$ cat src/rtl/lcd_bus_driver_pkg.sv
// Shared constants, state encoding and helpers for the LCD parallel bus driver.
package lcd_pkg;

    localparam logic [8:0] LCD_CMD_NOP      = 9'h100;
    localparam int         LCD_CMD_FLAG_BIT = 8;

    typedef enum logic [2:0] {
        PWRUP,
        IDLE,
        FETCH,
        SETUP,
        WR_LO,
        WR_HI
    } bus_state_t;

    function automatic int max3(input int a, input int b, input int c);
        int m;
        m = (a > b) ? a : b;
        return (m > c) ? m : c;
    endfunction

endpackage

$ cat src/rtl/lcd_bus_driver_if.sv
// Command-stream handshake from lcd_controller plus the 8080-style LCD write bus.
interface lcd_bus_driver_if;

    logic [8:0] cmd_data;
    logic       cmd_pull;
    logic       cmd_ready;
    logic       lcd_csx;
    logic       lcd_dcx;
    logic       lcd_wrx;
    logic       lcd_rdx;
    logic [7:0] lcd_d;

    modport master (
        input  cmd_data,
        output cmd_pull,
        output cmd_ready,
        output lcd_csx,
        output lcd_dcx,
        output lcd_wrx,
        output lcd_rdx,
        output lcd_d
    );

    modport slave (
        output cmd_data,
        input  cmd_pull,
        input  cmd_ready,
        input  lcd_csx,
        input  lcd_dcx,
        input  lcd_wrx,
        input  lcd_rdx,
        input  lcd_d
    );

endinterface

$ cat src/rtl/lcd_cycle_timer.sv
// Loadable down-counter shared by the power-up wait and the write strobe phases.
module lcd_cycle_timer #(
    parameter int WIDTH = 4
) (
    input  logic             clk,
    input  logic             rst_n,
    input  logic             load,
    input  logic [WIDTH-1:0] load_value,
    output logic             done
);

    logic [WIDTH-1:0] count;

    // Saturates at zero so a phase that overstays never wraps into a new wait.
    always_ff @(posedge clk or negedge rst_n) begin
        if (!rst_n) begin
            count <= '0;
        end else if (load) begin
            count <= load_value;
        end else if (count != '0) begin
            count <= count - WIDTH'(1);
        end
    end

    assign done = (count == '0);

endmodule

$ cat src/rtl/lcd_bus_driver.sv
// Serialises the 9-bit lcd_controller command stream onto the 8080 parallel LCD bus.
module lcd_bus_driver
    import lcd_pkg::*;
#(
    parameter int WR_LOW_CYCLES  = 2,
    parameter int WR_HIGH_CYCLES = 2,
    parameter int POWERUP_CYCLES = 1024
) (
    input  logic              clk,
    input  logic              rst_n,
    lcd_bus_driver_if.master  bus
);

    localparam int TIMER_WIDTH =
        $clog2(max3(WR_LOW_CYCLES, WR_HIGH_CYCLES, POWERUP_CYCLES) + 1);

    // The first power-up cycle arms the timer and the last one raises cmd_ready.
    localparam logic [TIMER_WIDTH-1:0] PWRUP_LOAD =
        TIMER_WIDTH'((POWERUP_CYCLES >= 2) ? (POWERUP_CYCLES - 2) : 0);
    localparam logic [TIMER_WIDTH-1:0] WR_LO_LOAD = TIMER_WIDTH'(WR_LOW_CYCLES - 1);
    // WR_HI spans the rising-edge cycle plus WR_HIGH_CYCLES of data hold.
    localparam logic [TIMER_WIDTH-1:0] WR_HI_LOAD = TIMER_WIDTH'(WR_HIGH_CYCLES);

    bus_state_t state, state_next;
    logic       pwrup_armed, armed_next;
    logic       pull_q, pull_next;
    logic       ready_q, ready_next;
    logic       csx_q, csx_next;
    logic       dcx_q, dcx_next;
    logic       wrx_q, wrx_next;
    logic [7:0] d_q, d_next;
    logic                   timer_load;
    logic [TIMER_WIDTH-1:0] timer_value;
    logic                   timer_done;

    lcd_cycle_timer #(
        .WIDTH(TIMER_WIDTH)
    ) u_timer (
        .clk       (clk),
        .rst_n     (rst_n),
        .load      (timer_load),
        .load_value(timer_value),
        .done      (timer_done)
    );

    always_ff @(posedge clk or negedge rst_n) begin
        if (!rst_n) begin
            state       <= PWRUP;
            pwrup_armed <= 1'b0;
            pull_q      <= 1'b0;
            ready_q     <= 1'b0;
            csx_q       <= 1'b1;
            dcx_q       <= 1'b1;
            wrx_q       <= 1'b1;
            d_q         <= 8'h00;
        end else begin
            state       <= state_next;
            pwrup_armed <= armed_next;
            pull_q      <= pull_next;
            ready_q     <= ready_next;
            csx_q       <= csx_next;
            dcx_q       <= dcx_next;
            wrx_q       <= wrx_next;
            d_q         <= d_next;
        end
    end

    // Outputs are computed one state ahead so every bus pin comes straight from a flop.
    always_comb begin
        state_next  = state;
        armed_next  = pwrup_armed;
        pull_next   = 1'b0;
        ready_next  = ready_q;
        csx_next    = csx_q;
        dcx_next    = dcx_q;
        wrx_next    = wrx_q;
        d_next      = d_q;
        timer_load  = 1'b0;
        timer_value = '0;
        case (state)
            PWRUP: begin
                if (ready_q) begin
                    state_next = IDLE;
                    pull_next  = 1'b1;
                end else if (!pwrup_armed) begin
                    armed_next = 1'b1;
                    if (POWERUP_CYCLES <= 1) begin
                        ready_next = 1'b1;
                    end else begin
                        timer_load  = 1'b1;
                        timer_value = PWRUP_LOAD;
                    end
                end else if (timer_done) begin
                    ready_next = 1'b1;
                end
            end
            IDLE: begin
                state_next = FETCH;
            end
            FETCH: begin
                if (bus.cmd_data == LCD_CMD_NOP) begin
                    state_next = IDLE;
                    pull_next  = 1'b1;
                end else begin
                    state_next = SETUP;
                    d_next     = bus.cmd_data[7:0];
                    dcx_next   = ~bus.cmd_data[LCD_CMD_FLAG_BIT];
                    csx_next   = 1'b0;
                end
            end
            SETUP: begin
                state_next  = WR_LO;
                wrx_next    = 1'b0;
                timer_load  = 1'b1;
                timer_value = WR_LO_LOAD;
            end
            WR_LO: begin
                if (timer_done) begin
                    state_next  = WR_HI;
                    wrx_next    = 1'b1;
                    timer_load  = 1'b1;
                    timer_value = WR_HI_LOAD;
                end
            end
            WR_HI: begin
                if (timer_done) begin
                    state_next = IDLE;
                    csx_next   = 1'b1;
                    pull_next  = 1'b1;
                end
            end
            default: begin
                state_next = IDLE;
                csx_next   = 1'b1;
                dcx_next   = 1'b1;
                wrx_next   = 1'b1;
                d_next     = 8'h00;
                pull_next  = ready_q;
            end
        endcase
    end

    assign bus.cmd_pull  = pull_q;
    assign bus.cmd_ready = ready_q;
    assign bus.lcd_csx   = csx_q;
    assign bus.lcd_dcx   = dcx_q;
    assign bus.lcd_wrx   = wrx_q;
    assign bus.lcd_rdx   = 1'b1;
    assign bus.lcd_d     = d_q;

endmodule
$ cat src/flat_wrapper.sv
// flat-port wrapper written by rule: the top's interface ports become plain ports
module lcd_bus_driver_flat import lcd_pkg::*;
#(
    parameter int WR_LOW_CYCLES  = 2,
    parameter int WR_HIGH_CYCLES = 2,
    parameter int POWERUP_CYCLES = 1024
)
  (clk, rst_n, bus_cmd_data, bus_cmd_pull, bus_cmd_ready, bus_lcd_csx, bus_lcd_dcx, bus_lcd_wrx, bus_lcd_rdx, bus_lcd_d);
  lcd_bus_driver_if bus_i ();
  input  logic clk;
  input  logic rst_n;
  input wire logic [$bits(bus_i.cmd_data)-1:0] bus_cmd_data;
  output wire logic [$bits(bus_i.cmd_pull)-1:0] bus_cmd_pull;
  output wire logic [$bits(bus_i.cmd_ready)-1:0] bus_cmd_ready;
  output wire logic [$bits(bus_i.lcd_csx)-1:0] bus_lcd_csx;
  output wire logic [$bits(bus_i.lcd_dcx)-1:0] bus_lcd_dcx;
  output wire logic [$bits(bus_i.lcd_wrx)-1:0] bus_lcd_wrx;
  output wire logic [$bits(bus_i.lcd_rdx)-1:0] bus_lcd_rdx;
  output wire logic [$bits(bus_i.lcd_d)-1:0] bus_lcd_d;
  assign bus_i.cmd_data = bus_cmd_data;
  assign bus_cmd_pull = bus_i.cmd_pull;
  assign bus_cmd_ready = bus_i.cmd_ready;
  assign bus_lcd_csx = bus_i.lcd_csx;
  assign bus_lcd_dcx = bus_i.lcd_dcx;
  assign bus_lcd_wrx = bus_i.lcd_wrx;
  assign bus_lcd_rdx = bus_i.lcd_rdx;
  assign bus_lcd_d = bus_i.lcd_d;
  lcd_bus_driver #(.WR_LOW_CYCLES(WR_LOW_CYCLES), .WR_HIGH_CYCLES(WR_HIGH_CYCLES), .POWERUP_CYCLES(POWERUP_CYCLES)) u_core (.clk(clk), .rst_n(rst_n), .bus(bus_i));
endmodule
$ cat config.mk
export PLATFORM = sky130hd
export DESIGN_NAME = lcd_bus_driver_flat
export DESIGN_NICKNAME = d
export VERILOG_FILES = /design/src/rtl/lcd_bus_driver_pkg.sv /design/src/rtl/lcd_bus_driver_if.sv /design/src/rtl/lcd_cycle_timer.sv /design/src/rtl/lcd_bus_driver.sv /design/src/flat_wrapper.sv
export SDC_FILE = /design/constraint.sdc
export NUM_CORES = 1
export LEC_CHECK = 0
export BUFFER_PORTS_ARGS = -buffer_cell sky130_fd_sc_hd__clkbuf_2
export CORE_ASPECT_RATIO = 1.2
export CORE_MARGIN = 3
export CORE_UTILIZATION = 46
export DETAILED_ROUTE_END_ITERATION = 8
export PLACE_DENSITY = 0.68
export SYNTH_ARGS = -nofsm -noshare
export SYNTH_HDL_FRONTEND = slang
export SYNTH_SLANG_ARGS = --single-unit
$ cat constraint.sdc
create_clock -name clk -period 3.1 [get_ports clk]
set_input_delay 0.31 -clock clk [delete_from_list [all_inputs] [get_ports clk]]
set_output_delay 0.31 -clock clk [all_outputs]
set_load 0.03 [all_outputs]
; Yosys cells after proc, flatten, opt, wreduce, memory -nomap -nowiden
; Cells that the tools add are included.
[classes]
addsub = 1
eq_ne = 10
muxes = 28
bitwise_logic = 5
reduce_logical = 13
[ops]
columns = op, n
row1 = $mux W11, 3
row2 = $pmux W11 S3, 1
row3 = $pmux W3 S6, 1
row4 = $pmux W8 S2, 1
row5 = $logic_not A11 Y1, 1
row6 = $reduce_bool A11 Y1, 1
row7 = $sub A11 B1 Y11 const B, 1
row8 = $mux W1, 10
row9 = $mux W10, 1
row10 = $eq A9 B9 Y1 const B, 1
row11 = $mux W3, 3
row12 = $pmux W1 S3, 3
row13 = $mux W8, 1
row14 = $reduce_or A4 Y1, 2
row15 = $eq A3 B2 Y1 const B, 2
row16 = $eq A3 B3 Y1 const B, 2
row17 = $ne A2 B1 Y1 const B, 3
row18 = $reduce_and A2 Y1, 3
row19 = $reduce_and A3 Y1, 2
row20 = $not A1 Y1, 5
row21 = $reduce_or A5 Y1, 1
row22 = $mux W2, 2
row23 = $pmux W1 S4, 1
row24 = $eq A3 B1 Y1 const B, 1
row25 = 5 further kinds, 5
[word_totals]
regBits = 28
elab_cells = 66

; Logic depth before layout (Yosys ltp)
[logic_depth]
word_depth = 4
depth_mapped = 6
mapped_depth_nobuf = 6

; Cells and area by module
; Synthesis repeated with hierarchy kept, for this count alone.
[unflattened]
hier_cells = 158
area_unflattened_um2 = 1547.7
[modules_own_cells]
columns = module, n_inst, cells_per_inst, area_each_um2, seq_area_each_um2
row1 = lcd_bus_driver, 1, 95, 920.9, 429.2
row2 = lcd_cycle_timer, 1, 63, 626.9, 275.3

; Worst setup path after synthesis
; No wires, ideal clock.
[synth_timing]
kind = register to register
start = register u_core.u_timer.count[0]
end = register u_core.u_timer.count[1]
setup_time_ns = 0.145
arrival_ns = 1.827
t_required_ns = 2.955
path_slack_ns = 1.127
path_stages_with_launch = 7
n_path_buf = 0
path_cell_list = dfrtp_1 > inv_1 > ha_1 > or4b_4 > nor4_4 > or2b_2 > o221ai_1
[synth_between]
elab_chain_cells = 4
word_cells_on_any_way = 10
[synth_lines]
columns = item, line_no
row1 = from (decl), lcd_cycle_timer.sv:12  ; logic [WIDTH-1:0] count;
row2 = from (signal assigned), lcd_cycle_timer.sv:19  ; count <= load_value;
row3 = from (signal assigned), lcd_cycle_timer.sv:21  ; count <= count - WIDTH'(1);
row4 = branches (longest 4 deep; another with $sub A11 B1 Y11), -
; Several ways; the timed one is not identified. The select of a mux whose other input is x is not followed.
; A chain may end at the register's enable or synchronous reset.

; Worst setup path after layout
[layout_timing]
start = register u_core.u_timer.count[1]
end = register u_core.u_timer.count[8]
[layout_between]
elab_chain_cells = 4
word_cells_on_any_way = 8
[layout_lines]
columns = item
row1 = branches (longest 4 deep; another with $sub A11 B1 Y11)
; Several ways; the timed one is not identified. The select of a mux whose other input is x is not followed.

==> impl_results.md <==
* Status: finished, final reports clean
* Max-Slew Margin vs Limit at 0.5225
* Cts hold-fix bufs at 0
* CP Data Required Time at 3300 ps
* R2r worst-path depth at 6
* Worst-path maximum fanout at 9
* Post-Syn Nets at 147
* FFs w/ async S/R, synth at 1.000
* Syn Inst Count at 135
* Reg power frac at 0.434
* Ys flop type: dfrtp_1
* Total negative slack at 0 ps
* RSZ-0062 raised after global routing: false
* Syn-to-layout area delta at 11.33%
* Die span in x at 56.61 um
* DIE AREA at 3778 um2
* Initial antenna violation count at 0
* Sw frac at 0.4513
* DP HPWL at 2.130 mm
* R2r setup slk at 890 ps
* Hold Vio Cnt, Final at 0
* Final Max Slew Viols at 0
* CTS tree: yes
* Total CTS buffers at 3
* Port bufs at 23
* Crit Path Class: flip-flop to flip-flop
* Clock Latency Late Sink at 330 ps
* Synth cell types at 42
* Vias/cell at 5.920
* Gr ovfl total at 0
* Ranking of synthesized cells by instance count: 25 x dfrtp_1, 9 x a22oi_1, 9 x o21ai_0
* Pre-CTS setup slack at 893.8 ps
* Synthesized area per cell at 10.47 um2
* Diode count at 0
* HP Class: primary input to async pin
* Max H-tree Level at 1
* Final setup violation count at 0
* Clock network power share at 0.107
* Clk sinks at 28
* Sequential share of the synthesized area at 0.4982
* VDD IR max at 588.1 uV
* Total Wirelength at 2.871 mm
* Maxcap violations at 0
* Ratio of cells with drive above 1 in the final layout at 0.2597
* Fmax at 452.4 MHz
* Clk buf depth at 2
* Top-count cell post-synth: dfrtp_1
* Post-synth EDFFs at 0
* Residual DRC at 0
* RR Endpoint: u_core.u_timer.count[8]
* # resized after CTS at 0
* Post-layout min period at 2210 ps
* Die Ht at 66.73 um
* Post-synth top area cell: dfrtp_1
* Arr. time, crit path at 2410 ps
* Row count at 21
* PwrDens at 1058 nW/um2
* Hold WS at 5.848 ps
* Comb power frac at 0.459
* Slew @ Worst Pin at 716.2 ps
* Synth warnings at 0
* End of the critical path: u_core.u_timer.count[8]
* Nets@finish at 167
* Final ANT Viol Nets at 0
* Root Driver: clkbuf_4
* Initial DRT Pass Iterations at 4
* Synth area leaders: dfrtp_1 44%, dfstp_2 5.6%, o2bb2ai_1 5.0%
* Post-CTS setup repair buffer count at 0
* Gp weighted congestion at 0.7807
* Vias in the first global route at 1,098
* Final period util at 0.7130
* Io pins at 25
* Reg-to-reg critical path startpoint: u_core.u_timer.count[1]
* WL/cell at 15.27 um
* Fillers at 252
* Final WS setup at 889.8 ps
* Crit path launch: u_core.u_timer.count[1]
* Internal power at 0.0009141 W
* Seq cells post-synth at 28
* Via count at 1,113
* Share of the synthesized area in the top cell type at 0.4425
* Pin count of the biggest net entering global routing at 29
* Initial core utilization at 0.4937
* Synth Cell Area at 1414 um2
* First-pass GRT wire length at 5.002 mm
* Total core area at 2864 um2
* Clk pin slew, worst setup/hold paths at 150 ps
* Startpoint Class: flip-flop
* Total track usage at 0.1689
* Critical Path End Type: flip-flop
* Number of DRC markers in iteration 0 at 19
* NetSw at 0.0007517 W
* Static Leakage at 0.6836 nW
* Final Skew at 4.764 ps
[cells by family (layout without fill, tap and decap cells)]
group,after synthesis,after routing,share of synthesized area
AOI/OAI and AO/OA,43,43,0.2283
other,1,1,0.002652
buffers and inverters,16,35,0.04513
and+or+nand+nor,38,38,0.1673
DFF,28,28,0.4982
xor gates and xnor gates,8,8,0.04956
adders and majority gates,1,1,0.008848
[layout make-up]
| cell class | count | area [um2] | area share |
|---|---|---|---|
| Sequential cell | 28 | 704.4 | 0.4475 |
| Multi-Input combinational cell | 91 | 645.6 | 0.4102 |
| Timing Repair Buffer | 23 | 115.1 | 0.07313 |
| Tap cell | 34 | 42.54 | 0.02703 |
| Clock buffer | 4 | 36.28 | 0.02305 |
| Inverter | 8 | 30.03 | 0.01908 |
[state kept, by name, indices dropped and copies added, names as in the netlist]
| register | cells |
|---|---|
| u_core.u_timer.count | 11 |
| u_core.state | 3 |
| u_core.bus.lcd_dcx | 1 |
| u_core.bus.cmd_ready | 1 |
| u_core.bus.lcd_wrx | 1 |
| u_core.bus.cmd_pull | 1 |
| u_core.bus.lcd_d | 8 |
| u_core.bus.lcd_csx | 1 |
| u_core.pwrup_armed | 1 |
[routing by layer]
layer,vias to the layer above,routed length [um],GRT usage
met5,-,0,0
met4,0,48,0.07122
met3,5,106,0.01744
met2,26,1435,0.2991
met1,542,1281,0.2076
li1,540,-,-
[stage by stage]
| step | power (W) | instances | area [um2] | utilization |
|---|---|---|---|---|
| after CTS | 0.001680 | 188 | 1574 | 0.5496 |
| after detailed placement | 0.001499 | 184 | 1538 | 0.5369 |
| after global placement | 0.001476 | 184 | 1538 | 0.5369 |
| after global routing | 0.001802 | 188 | 1574 | 0.5496 |
| final | 0.001666 | 188 | 1574 | 0.5496 |
| after floorplan | 0.001298 | 135 | 1414 | - |
[power by group through the flow]
stage | sequential, W | clock, W | combinational (W)
global route | 0.000751 | 0.000197 | 0.000854
global placement | 0.000723 | 0 | 0.000753
floorplan | 0.000810 | 0 | 0.000488
finish | 0.000723 | 0.000178 | 0.000765
detailed placement | 0.000730 | 0 | 0.000769
CTS | 0.000724 | 0.000185 | 0.000772
[cell usage in the layout, fill, tap and decap left out, types with 2 or more instances in the layout]
master | synthesis | routed
or4_1 | 3 | 3
nand2_1 | 2 | 2
xnor2_1 | 7 | 7
inv_1 | 7 | 7
clkbuf_2 | 0 | 23
nor4_1 | 4 | 4
o21ai_0 | 9 | 9
dfstp_2 | 3 | 3
nor3_1 | 5 | 5
clkbuf_4 | 0 | 3
nor2b_1 | 2 | 2
a31oi_1 | 2 | 2
a22oi_1 | 9 | 9
nand4_1 | 2 | 2
o2bb2ai_1 | 8 | 8
nand2b_1 | 3 | 3
a21oi_1 | 4 | 4
nor2_1 | 7 | 7
nand3_1 | 3 | 3
dfrtp_1 | 25 | 25
or2_2 | 2 | 2
[worst min path at each step]
stage           from                       to  slack (ps)  cells after the start
2_1_floorplan  rst_n      u_core.bus.cmd_pull          10                      0
3_3_place_gp   rst_n      u_core.bus.lcd_d[4]         380                      1
3_5_place_dp   rst_n  u_core.u_timer.count[6]         390                      1
4_1_cts        rst_n  u_core.u_timer.count[7]          20                      1
5_1_grt        rst_n  u_core.u_timer.count[5]          30                      1
6_report       rst_n  u_core.u_timer.count[8]           6                      1
[worst max-delay path, cell delays in order, from the launching register on]
cell,delay (ps)
dfrtp_1,440
inv_1,90
ha_1,210
or4b_4,520
nor4_4,430
or2b_2,270
o21ai_0,120
Power figures use the tool's default switching activity.
